$ cat src/rtl/arbitro_pkg.sv
// Shared definitions for the ingress-to-egress arbiter: word field positions
// and the two-state activity encoding.
package arbitro_pkg;

  localparam int unsigned WORD_SIZE_DEF = 12;
  localparam int unsigned DEST_BITS_DEF = 2;

  // Word layout: [class:2][dest:DEST_BITS][data:rest]
  localparam int unsigned CLASS_MSB = WORD_SIZE_DEF - 1;
  localparam int unsigned DEST_MSB  = WORD_SIZE_DEF - 3;
  localparam int unsigned DATA_MSB  = WORD_SIZE_DEF - 3 - DEST_BITS_DEF;

  // Destination field MSB for an arbitrary word width
  function automatic int unsigned dest_msb(input int unsigned word_size);
    return word_size - 3;
  endfunction

  typedef enum logic {
    IDLE   = 1'b0,
    ACTIVE = 1'b1
  } arb_state_t;

endpackage

$ cat src/rtl/arbitro_param_rr_prio_sel.sv
// Rotating priority selector: grants the first request found when searching
// upward from i_base+1 (mod N). Tying i_base to N-1 gives strict
// lowest-index-first priority.
module rr_prio_sel
  import arbitro_pkg::*;
#(
  parameter int unsigned N  = 4,
  parameter int unsigned IW = 2
) (
  input  logic [N-1:0]  i_req,
  input  logic [IW-1:0] i_base,
  output logic [N-1:0]  o_gnt,
  output logic [IW-1:0] o_idx,
  output logic          o_valid
);

  int unsigned w_j;

  // Search N positions starting after the base, first hit wins
  always_comb begin
    o_gnt   = '0;
    o_idx   = '0;
    o_valid = 1'b0;
    w_j     = 0;
    for (int unsigned k = 1; k <= N; k++) begin
      w_j = (32'(i_base) + k) % N;
      if (!o_valid && i_req[IW'(w_j)]) begin
        o_valid          = 1'b1;
        o_idx            = IW'(w_j);
        o_gnt[IW'(w_j)]  = 1'b1;
      end
    end
  end

endmodule

$ cat src/rtl/arbitro_param.sv
// Output arbiter between the ingress and egress FIFO banks. Pops one eligible
// ingress head per cycle and pushes it into the egress FIFO named by its
// destination field one cycle later. Egress FIFOs with almost_full raised
// only block the ingress heads routed to them.
// Define ARB_RR_EN for round-robin selection; default is strict priority.
module arbitro_param
  import arbitro_pkg::*;
#(
  parameter int unsigned WORD_SIZE  = 12,
  parameter int unsigned FIFO_UNITS = 4,
  parameter int unsigned INDEX      = 2,
  parameter int unsigned DEST_UNITS = 4,
  parameter int unsigned DEST_BITS  = 2
) (
  input  logic                            clk,
  input  logic                            reset,
  input  logic [FIFO_UNITS-1:0]           fifo_empty,
  input  logic [FIFO_UNITS*WORD_SIZE-1:0] data_in,
  input  logic [DEST_UNITS-1:0]           almost_full,
  output logic [FIFO_UNITS-1:0]           pop,
  output logic [DEST_UNITS-1:0]           push,
  output logic [WORD_SIZE-1:0]            data_out,
  output logic                            active_out,
  output logic                            idle_out
);

  localparam int unsigned DMSB = dest_msb(WORD_SIZE);

  logic [FIFO_UNITS-1:0] w_req;
  logic [FIFO_UNITS-1:0] w_gnt;
  logic [INDEX-1:0]      w_idx;
  logic [INDEX-1:0]      w_base;
  logic                  w_valid;
  logic [WORD_SIZE-1:0]  w_word;
  logic [DEST_BITS-1:0]  w_word_dest;
  arb_state_t            r_state;
  arb_state_t            w_state_nxt;

  // A FIFO is a candidate when it has a head word and that word's egress is not almost full
  always_comb begin
    w_req = '0;
    for (int i = 0; i < int'(FIFO_UNITS); i++) begin
      w_req[i] = ~fifo_empty[i] &
                 ~almost_full[data_in[i*WORD_SIZE + DMSB -: DEST_BITS]];
    end
  end

`ifdef ARB_RR_EN
  logic [INDEX-1:0] r_ptr;

  // Round-robin pointer remembers the last granted FIFO
  always_ff @(posedge clk or posedge reset) begin
    if (reset) begin
      r_ptr <= INDEX'(FIFO_UNITS - 1);
    end else if (w_valid) begin
      r_ptr <= w_idx;
    end
  end

  assign w_base = r_ptr;
`else
  assign w_base = INDEX'(FIFO_UNITS - 1);
`endif

  rr_prio_sel #(
    .N  (FIFO_UNITS),
    .IW (INDEX)
  ) u_sel (
    .i_req   (w_req),
    .i_base  (w_base),
    .o_gnt   (w_gnt),
    .o_idx   (w_idx),
    .o_valid (w_valid)
  );

  // Granted head word and its routing field
  always_comb begin
    w_word = '0;
    for (int i = 0; i < int'(FIFO_UNITS); i++) begin
      if (w_valid && (w_idx == INDEX'(i))) begin
        w_word = data_in[i*WORD_SIZE +: WORD_SIZE];
      end
    end
    w_word_dest = w_word[DMSB -: DEST_BITS];
  end

  assign pop      = reset ? '0 : w_gnt;
  assign idle_out = (&fifo_empty) && (push == '0);

  // State register
  always_ff @(posedge clk or posedge reset) begin
    if (reset) begin
      r_state <= IDLE;
    end else begin
      r_state <= w_state_nxt;
    end
  end

  // Next state: active for as long as grants keep coming
  always_comb begin
    w_state_nxt = r_state;
    case (r_state)
      IDLE:    if (w_valid)  w_state_nxt = ACTIVE;
      ACTIVE:  if (!w_valid) w_state_nxt = IDLE;
      default: w_state_nxt = IDLE;
    endcase
  end

  // Egress push, word and activity flag, one cycle behind the pop
  always_ff @(posedge clk or posedge reset) begin
    if (reset) begin
      push       <= '0;
      data_out   <= '0;
      active_out <= 1'b0;
    end else begin
      active_out <= (w_state_nxt == ACTIVE);
      if (w_valid) begin
        push     <= DEST_UNITS'(1) << w_word_dest;
        data_out <= w_word;
      end else begin
        push     <= '0;
      end
    end
  end

endmodule

$ cat config.mk
export PLATFORM = sky130hd
export DESIGN_NAME = arbitro_param
export DESIGN_NICKNAME = d
export VERILOG_FILES = /design/src/rtl/arbitro_pkg.sv /design/src/rtl/arbitro_param_rr_prio_sel.sv /design/src/rtl/arbitro_param.sv
export SDC_FILE = /design/constraint.sdc
export NUM_CORES = 1
export LEC_CHECK = 0
export ABC_AREA = 1
export BUFFER_PORTS_ARGS = -buffer_cell sky130_fd_sc_hd__buf_2
export CAP_MARGIN = 5
export CORE_ASPECT_RATIO = 0.6
export CORE_MARGIN = 3
export CORE_UTILIZATION = 40
export CTS_BUF_LIST = sky130_fd_sc_hd__clkbuf_8
export DETAILED_ROUTE_END_ITERATION = 10
export GPL_ROUTABILITY_DRIVEN = 1
export PLACE_DENSITY = 0.74
export SYNTH_ARGS = -nofsm -noshare
export SYNTH_HDL_FRONTEND = slang
export SYNTH_SLANG_ARGS = --single-unit
$ cat constraint.sdc
create_clock -name clk -period 1.2 [get_ports clk]
set_input_delay 0.12 -clock clk [delete_from_list [all_inputs] [get_ports clk]]
set_output_delay 0.12 -clock clk [all_outputs]
set_load 0.01 [all_outputs]
======== After elaboration in Yosys (flattened, before gate mapping) ========
Cells that the tools add are included.
storage, ports and cells
  flip-flop bits (word level) ............. 17
  latch bits .............................. 0
  bits in writable memories ............... 0
  memory bits (read-only) ................. 0
  input bits .............................. 58
  output and inout port bits .............. 22
  logic and storage cells ................. 63
  memories ................................ 0
operators by class
  $add $sub $neg .......................... 0
  multiply operators ...................... 0
  divide/modulo/power cells ............... 0
  $lt $le $gt $ge ......................... 4
  equality and inequality tests ........... 3
  shift-type cells ........................ 1
  muxes and demuxes ....................... 26
  bitwise logic cells ..................... 12
  reductions and logical operators ........ 14
operators with widths
  cell                                                                   number
  12-bit 2-to-1 mux                                                      4
  2-bit by 3-bit < comparator with 1-bit output, second input constant   4
  4-bit 2-to-1 mux                                                       3
  1-bit 2-to-1 mux                                                       11
  1-bit binary-select mux with 2-bit select                              4
  1-bit logical AND                                                      8
  1-bit NOT                                                              8
  2-bit 2-to-1 mux                                                       3
  1-bit bitwise AND                                                      4
  2-bit equality test, second input constant                             2
  4-bit logical NOT                                                      1
  4-bit AND reduction                                                    1
  1-bit by 2-bit << shifter with 4-bit output, first input constant      1
  1-bit logical NOT                                                      3
  3-bit 2-to-1 mux                                                       1
  2-bit by 1-bit equality test with 1-bit output, second input constant  1
  2-bit logical NOT                                                      1

======== Depth between registers and ports, before layout ========
Gate-level depths: netlist (run 1).
  depth in word-level cells ............... 22
  mapped depth ............................ 12
  mapped depth without buffers ............ 12

======== By module ========
A second synthesis (run 1) with hierarchy kept.
second synthesis, totals
  cells, all modules ...................... 273
  area total of the unflattened synthesis .. 1,726.7 µm²
modules (own cells, without submodules)
  module         times used  cells an instance  area each (µm²)  seq. area each (µm²)
  arbitro_param  1           192                1,191.1          425.4
  rr_prio_sel    1           81                 535.5            0.0

======== Worst setup path after synthesis (run 1) ========
Ideal clock, no wire load.
  kind .................................... input -> output
  start point ............................. in almost_full[3]
  end point ............................... out pop[3]
  arrival time ............................ 1.174 ns
  data required time ...................... 1.080 ns
  path slack .............................. -0.094 ns
  cell stages on the path ................. 8
  buffers on the path ..................... 1
  cell sequence ........................... inv_1 a21oi_1 o21ai_0 nand2_1 nor2_2 inv_1 buf_6 nor4_1
between the ends
  word-level cells in the longest chain between the ends .. 15
  elaborated cells on any way between the ends .. 27
  classes of those cells .................. mux (13); bitwise (8); reduce/logical (6)
RTL lines
  item                                       line                             RTL
  start, declared                            arbitro_param.sv:19              input logic [DEST_UNITS-1:0] almost_full,
  1-bit binary-select mux with 2-bit select  arbitro_param.sv:44              ~almost_full[data_in[i*WORD_SIZE + DMSB -: DEST_BITS]];
  1-bit 2-to-1 mux (not written as such)     arbitro_param.sv:44
  1-bit NOT                                  arbitro_param.sv:44
  1-bit bitwise AND                          arbitro_param.sv:43              w_req[i] = ~fifo_empty[i] &
  1-bit 2-to-1 mux                           arbitro_param_rr_prio_sel.sv:27  if (!o_valid && i_req[IW'(w_j)]) begin
  1-bit logical NOT                          arbitro_param_rr_prio_sel.sv:27
  1-bit logical AND                          arbitro_param_rr_prio_sel.sv:27
  1-bit 2-to-1 mux                           arbitro_param_rr_prio_sel.sv:27
  1-bit logical NOT                          arbitro_param_rr_prio_sel.sv:27
  1-bit logical AND                          arbitro_param_rr_prio_sel.sv:27
  1-bit 2-to-1 mux                           arbitro_param_rr_prio_sel.sv:27
  1-bit logical NOT                          arbitro_param_rr_prio_sel.sv:27
  1-bit logical AND (*)                      arbitro_param_rr_prio_sel.sv:27
  4-bit 2-to-1 mux (*)                       arbitro_param_rr_prio_sel.sv:27
  4-bit 2-to-1 mux (*)                       arbitro_param.sv:87              assign pop = reset ? '0 : w_gnt;
  end, declared                              arbitro_param.sv:20              output logic [FIFO_UNITS-1:0] pop,
Mark *: on every way between the ends. The rest lies on a longest branch, timed or not. The select of a mux whose other input is x is not followed.

======== Final worst setup path (run 1) ========
  start point ............................. reg push[1]
  end point ............................... out idle_out
between the ends
  word-level cells in the longest chain between the ends .. 2
RTL lines
  item                    line                  RTL
  start, declared         arbitro_param.sv:21   output logic [DEST_UNITS-1:0] push,
  start signal, assigned  arbitro_param.sv:118  push <= DEST_UNITS'(1) << w_word_dest;
  4-bit logical NOT       arbitro_param.sv:88   assign idle_out = (&fifo_empty) && (push == '0);
  1-bit logical AND       arbitro_param.sv:88
  end, declared           arbitro_param.sv:24   output logic idle_out
Every way passes these cells.

==> results.toml, run 1 <==
[drt]
viasPerCell = 4.908
finalWirelength_um = 4733
drt-initial-drc-count = 86
wl_per_cell_um = 13.68
first_pass_iters = 4
drc = 0
antenna_left = 0
vias = 1698

[logic_synthesis]
ys.flop_type = "dfrtp_1"
synthTopCellsByCount = "inv_1, nand3_1, nor2_1, nand2_1, dfrtp_1"
ys_seq_area_frac = 0.3134
synth_nets = 256
syn-instance-count = 198
netlist_area_um2 = 1358
synth.top_cell.area_share = 0.3134
synth_cell_types = 25
synth_edf_count = 0
synthArstFlopShare = 1.000
synth_area_leaders = "dfrtp_1, inv_1, nand3_1, nor2_1, nand2_1"
ys_ff_latch = 17
synth.most_common_cell = "inv_1"
ys_warn_count = 0
yosys.area.top_type = "dfrtp_1"
synth_area_per_cell_um2 = 6.856

[floorplan]
core_area_um2 = 3059
die_w_um = 81.21
fp.dieH_um = 51.13
start_util = 0.4438
fp-row-count = 15
io_pins = 80
die_area_um2 = 4152

[layout]
area_growth_pct = 69.95
nets = 363
diodes = 0
final_core_util = 0.7542
layout-drive-gt1-share = 0.5428

[outcome]
violations = "negative setup slack"
status = "finished with violations"

[power_and_ir_drop]
clkPwrFrac = 0.197
p_sw_mw = 0.7820
internal_power_mw = 1.359
p_total_mw = 2.141
leakagePower_nw = 1.268
powerDensity_nw_per_um2 = 928.1
peakVddDrop_mv = 0.5985
p_seq_frac = 0.340
swShare = 0.3652
p_comb_frac = 0.463

[sta]
finalWorstSetupSlack_ns = -0.2627
worst_pin_slew_ns = 0.2413
whs_ns = 0.1263
skew_ns = 0
slew_viol_final = 0
rsz0062_at_grt = "yes"
fmax_ghz = 0.6837
finalHoldViolations = 0
slew_headroom = 0.8381
tns_ns = -0.2627
final-setup-viol-count = 1
period_share = 1.219
timing.final.crit_period_ns = 1.463

[worst_setup_path]
rr_startpoint = "data_out[4]"
cp-end-kind = "output port"
crit_fanout = 2
reg2regPathDepth = 2
cp_data_required_time_ns = 1.08
cp.arrival_ns = 1.34
r2r_slack_ns = 0.51
start_kind = "flop"
criticalPathCategory = "flop to output port"
reg2reg_to = "data_out[4]"

[worst_hold_path]
min_from = "data_in[25]"
worstHoldPathCells = 3
hold-path-endpoint = "data_out[1]"
min_path_type = "input port to flop"

[placed_design]
place_hpwl_um = 3356
port_buffers = 79
place_congestion = 0.8530

[cts]
path_clk_slew_ns = 0.07
ctsHtreeMaxLevel = 1
clock_latency_ns = 0.25
cts_sinks = 17
cts-root-buf = "clkbuf_8"
clock_path_buffers = 2
cts_tree = "built"
numCtsBuffers = 3

[global_routing]
antenna_found_initial = 0
grt_max_degree = 18
grt_pass1_vias = 1455
grt_pass1_wl_um = 6651
overflow = 0
grt_usage = 0.2136

[flow_run]
drv_cap = 0
cell type report:
class / instances / area [um^2]
clock buffers: 3 / 41.29
clock inverters: 1 / 5.005
fillers: 219 / 752.0
inverters: 42 / 175.2
multi-input cells: 134 / 890.9
flip-flops and latches: 17 / 425.4
well taps: 42 / 52.55
repair buffers: 107 / 716.9
stage by stage:
| stage | setup WS (ns) | instances | instance area [um^2] |
|---|---|---|---|
| finish | -0.2627 | 346 | 2307 |
| global route | -0.3001 | 346 | 2307 |
| CTS | -0.2731 | 343 | 2063 |
| detailed placement | -0.2165 | 330 | 1889 |
| global placement | -0.1763 | 330 | 1889 |
| floorplan | 0.002743 | 198 | 1364 |
registers in the layout, indices dropped and copies added, names as in the netlist:
name / cells
active_out: 1
data_out: 12
push: 4
placed cells by master, fill, tap and decap left out, types with 2 or more instances in the layout:
| cell type | Yosys | routed |
|---|---|---|
| inv_1 | 40 | 32 |
| o21ai_2 | 2 | 5 |
| o21ai_1 | 0 | 2 |
| nor2_8 | 2 | 2 |
| inv_4 | 0 | 3 |
| a21oi_2 | 3 | 4 |
| buf_8 | 0 | 2 |
| inv_2 | 2 | 5 |
| nand2_1 | 24 | 15 |
| o21ai_0 | 16 | 11 |
| nand2_4 | 1 | 3 |
| nor2_2 | 4 | 6 |
| nand4_1 | 5 | 5 |
| nor2_1 | 29 | 24 |
| a21oi_1 | 6 | 4 |
| nand3_4 | 2 | 4 |
| clkbuf_8 | 0 | 3 |
| buf_2 | 1 | 73 |
| buf_6 | 2 | 11 |
| buf_12 | 0 | 3 |
| nor2_4 | 1 | 4 |
| buf_4 | 2 | 17 |
| inv_6 | 0 | 2 |
| nand2_2 | 2 | 8 |
| nand3_1 | 30 | 26 |
| nand3_2 | 3 | 5 |
| dfrtp_1 | 17 | 17 |
worst max-delay path, stage by stage (launching register included):
cell     delay [ns]
dfrtp_1        0.36
or4_1          0.51
nor2_1         0.09
buf_2          0.13
power groups by stage:
stage	Clock, mW	Sequential [mW]	Combinational [mW]
6_report	0.421	0.729	0.991
5_1_grt	0.454	0.741	1.08
4_1_cts	0.430	0.726	0.840
3_5_place_dp	0	0.736	0.767
3_3_place_gp	0	0.732	0.758
2_1_floorplan	0	0.784	0.379
cell families (layout without fill, tap and decap cells):
family                 after synthesis  in the layout  share of synthesized area
AND/OR/NAND/NOR                    106            106                     0.4203
AO/OA/AOI/OAI                       28             28                     0.1189
flip-flops                          17             17                     0.3134
buffers and inverters               47            153                     0.1475
worst max path at each step:
stage / end / from / cells past startpoint
global placement: push[1] / almost_full[3] / 12
floorplan: idle_out / push[1] / 2
CTS: idle_out / push[1] / 3
detailed placement: data_out[4] / almost_full[3] / 10
global route: idle_out / push[1] / 3
finish: idle_out / push[1] / 3
per-layer routing:
layer / vias up / wire length, um / global-route usage
li1: 852 / - / -
met1: 763 / 2105 / 0.3189
met2: 81 / 2214 / 0.3038
met3: 2 / 400 / 0.05106
met4: 0 / 12 / 0.05618
met5: - / 0 / 0
what timing repair did:
action | CTS | global route
cloned | 0 | 1
pin swaps | 4 | 27
setup buffers | 8 | 2
resized for setup | 10 | 65
hold buffers | 1 | 0
endpoints found under the setup margin | 4 | 21
hold endpoints to repair | 17 | 0
(Power assumes the default switching activity.)
==> run 2, diff against run 1 <==
==> constraint.sdc (replaced) <==
create_clock -name clk -period 1.2 [get_ports clk]
set_input_delay 0.12 -clock clk [delete_from_list [all_inputs] [get_ports clk]]
set_output_delay 0.12 -clock clk [all_outputs]
set_load 0.005 [all_outputs]
==> run 2 against run 1 <==
Compared with the run above:
- the flow still finishes with violations (negative setup slack)
- wire length decreased by 1.5%
- register-to-register slack is essentially flat
- cell count grew 0.58%
- maximum frequency up 1.3%
- core utilization is 2.9 points lower
- highest routed layer unchanged
- largest power group unchanged
==> results.toml, run 2 (synthesized netlist as in run 1, its figures left out) <==
[outcome]
status = "finished with violations"
violations = "negative setup slack"

[layout]
top_register = "data_out"
nets = 365
layout_commonest_cell = "buf_2"
reg.largest.list = "data_out: 12 flops, push: 4 flops, active_out: 1 flops"
multiInputGateArea_um2 = 845.8
fillers = 248
largest_reg_flops = 12
area_growth_pct = 63.50
regArea_um2 = 425.4
diodes = 0
layout_common_cells = "buf_2, inv_1, nand3_1"
finish.instance_area_um2 = 2220
layout-drive-gt1-share = 0.5294

[sta]
slew_headroom = 0.8312
worst_pin_slew_ns = 0.2505
tns_ns = -0.2432
skew_ns = 0
period_share = 1.203
slew_viol_final = 0
timing.final.crit_period_ns = 1.443
finalHoldViolations = 0
finalWorstSetupSlack_ns = -0.2432
final-setup-viol-count = 1
whs_ns = 0.1209
fmax_ghz = 0.6929
rsz0062_at_grt = "yes"

[floorplan]
fp-row-count = 15
start_util = 0.4438
fp.dieH_um = 51.13
core_area_um2 = 3059
io_pins = 80
die_area_um2 = 4152
die_w_um = 81.21

[power_and_ir_drop]
p_total_mw = 2.038
peakVddDrop_mv = 0.5565
powerDensity_nw_per_um2 = 918.2
leakagePower_nw = 1.251

[worst_setup_path]
crit_family = "simple AND/OR/NAND/NOR gates"
cp_cell_sequence = "or4_1 -> nor2_1 -> buf_2"
cp.arrival_ns = 1.32
reg2regPathDepth = 2
crit_fanout = 2
worst-path-buf-inv = 1
criticalPathCategory = "flop to output port"
start_kind = "flop"
worst_path_max_delay_cell = "or4_1"
cp_data_required_time_ns = 1.08
cp-end-kind = "output port"
critical-path-max-stage-delay_ns = 0.51
cp.depth = 3

[cts]
cts_sinks = 17
path_clk_slew_ns = 0.07
ctsHtreeMaxLevel = 1
clock_latency_ns = 0.25
cts-root-buf = "clkbuf_8"
cts_tree = "built"
clock_path_buffers = 2
numCtsBuffers = 3

[global_routing]
antenna_found_initial = 0
grt_pass1_wl_um = 6658
grt_pass1_vias = 1467
overflow = 0
grt_usage = 0.2099
grt_max_degree = 18

[flow_run]
drv_cap = 0

[drt]
drt-initial-drc-count = 101
antenna_left = 0
drc = 0
finalWirelength_um = 4661
vias = 1713
first_pass_iters = 4
viasPerCell = 4.922
wl_per_cell_um = 13.39

[placed_design]
place_hpwl_um = 3479
dp_slack_ns = -0.2450
placed_area_um2 = 1896
place_congestion = 0.8403
port_buffers = 79

[worst_hold_path]
min_path_type = "input port to flop"
worstHoldPathCells = 3
[run 2: cell count changes in the layout (fill, tap and decap cells not counted), sizes merged]
cell,before,now
buf,106,108
[run 2: per-layer routing]
layer | GRT usage | part of all wire | vias up
met3 | 0.05458 | 0.086 | 4
met5 | 0 | 0 | -
met1 | 0.3132 | 0.45 | 771
met2 | 0.3011 | 0.46 | 86
li1 | - | - | 852
met4 | 0.04213 | 0.0077 | 0
[run 2: through the flow]
stage,util,std cells
after global placement,0.6196,330
after detailed placement,0.6196,330
after floorplan,-,198
final,0.7256,348
after CTS,0.6581,341
after global routing,0.7256,348
[run 2: repair_timing]
item / in CTS / in global routing
endpoints found under the setup margin: 5 / 20
buffers inserted: 6 / 7
endpoints found under the hold margin: 17 / 0
pin swaps: 1 / 18
hold buffers: 1 / 0
gates resized for setup: 4 / 47
[run 2: worst min-delay path: stages]
cell     delay [ns]
buf_2          0.08
nand3_1        0.06
nand4_1        0.08
[run 2: final timing paths]
path	from	to	slack [ns]
min in group asynchronous	reset	data_out[5]	0.51
max in group asynchronous	reset	push[0]	0.50
min reg2reg	data_out[7]	data_out[7]	0.51
min	data_in[42]	data_out[6]	0.12
max reg2reg	data_out[11]	data_out[11]	0.50
max	push[1]	idle_out	-0.24
[run 2: power breakdown]
part | total, mW | switching [mW] | leakage [nW] | internal [mW]
Combinational | 0.891 | 0.466 | 1.02 | 0.426
Sequential | 0.725 | 0.0504 | 0.207 | 0.675
Clock | 0.421 | 0.191 | 0.0255 | 0.230
Total | 2.04 | 0.707 | 1.25 | 1.33
[run 2: layout make-up]
class	instances	share of cell area
clock buffer	3	0.01860
clock inverter	1	0.002255
inverter	42	0.07328
multi-input combinational	134	0.3811
sequential	17	0.1917
tap	42	0.02368
timing repair buffer	109	0.3095
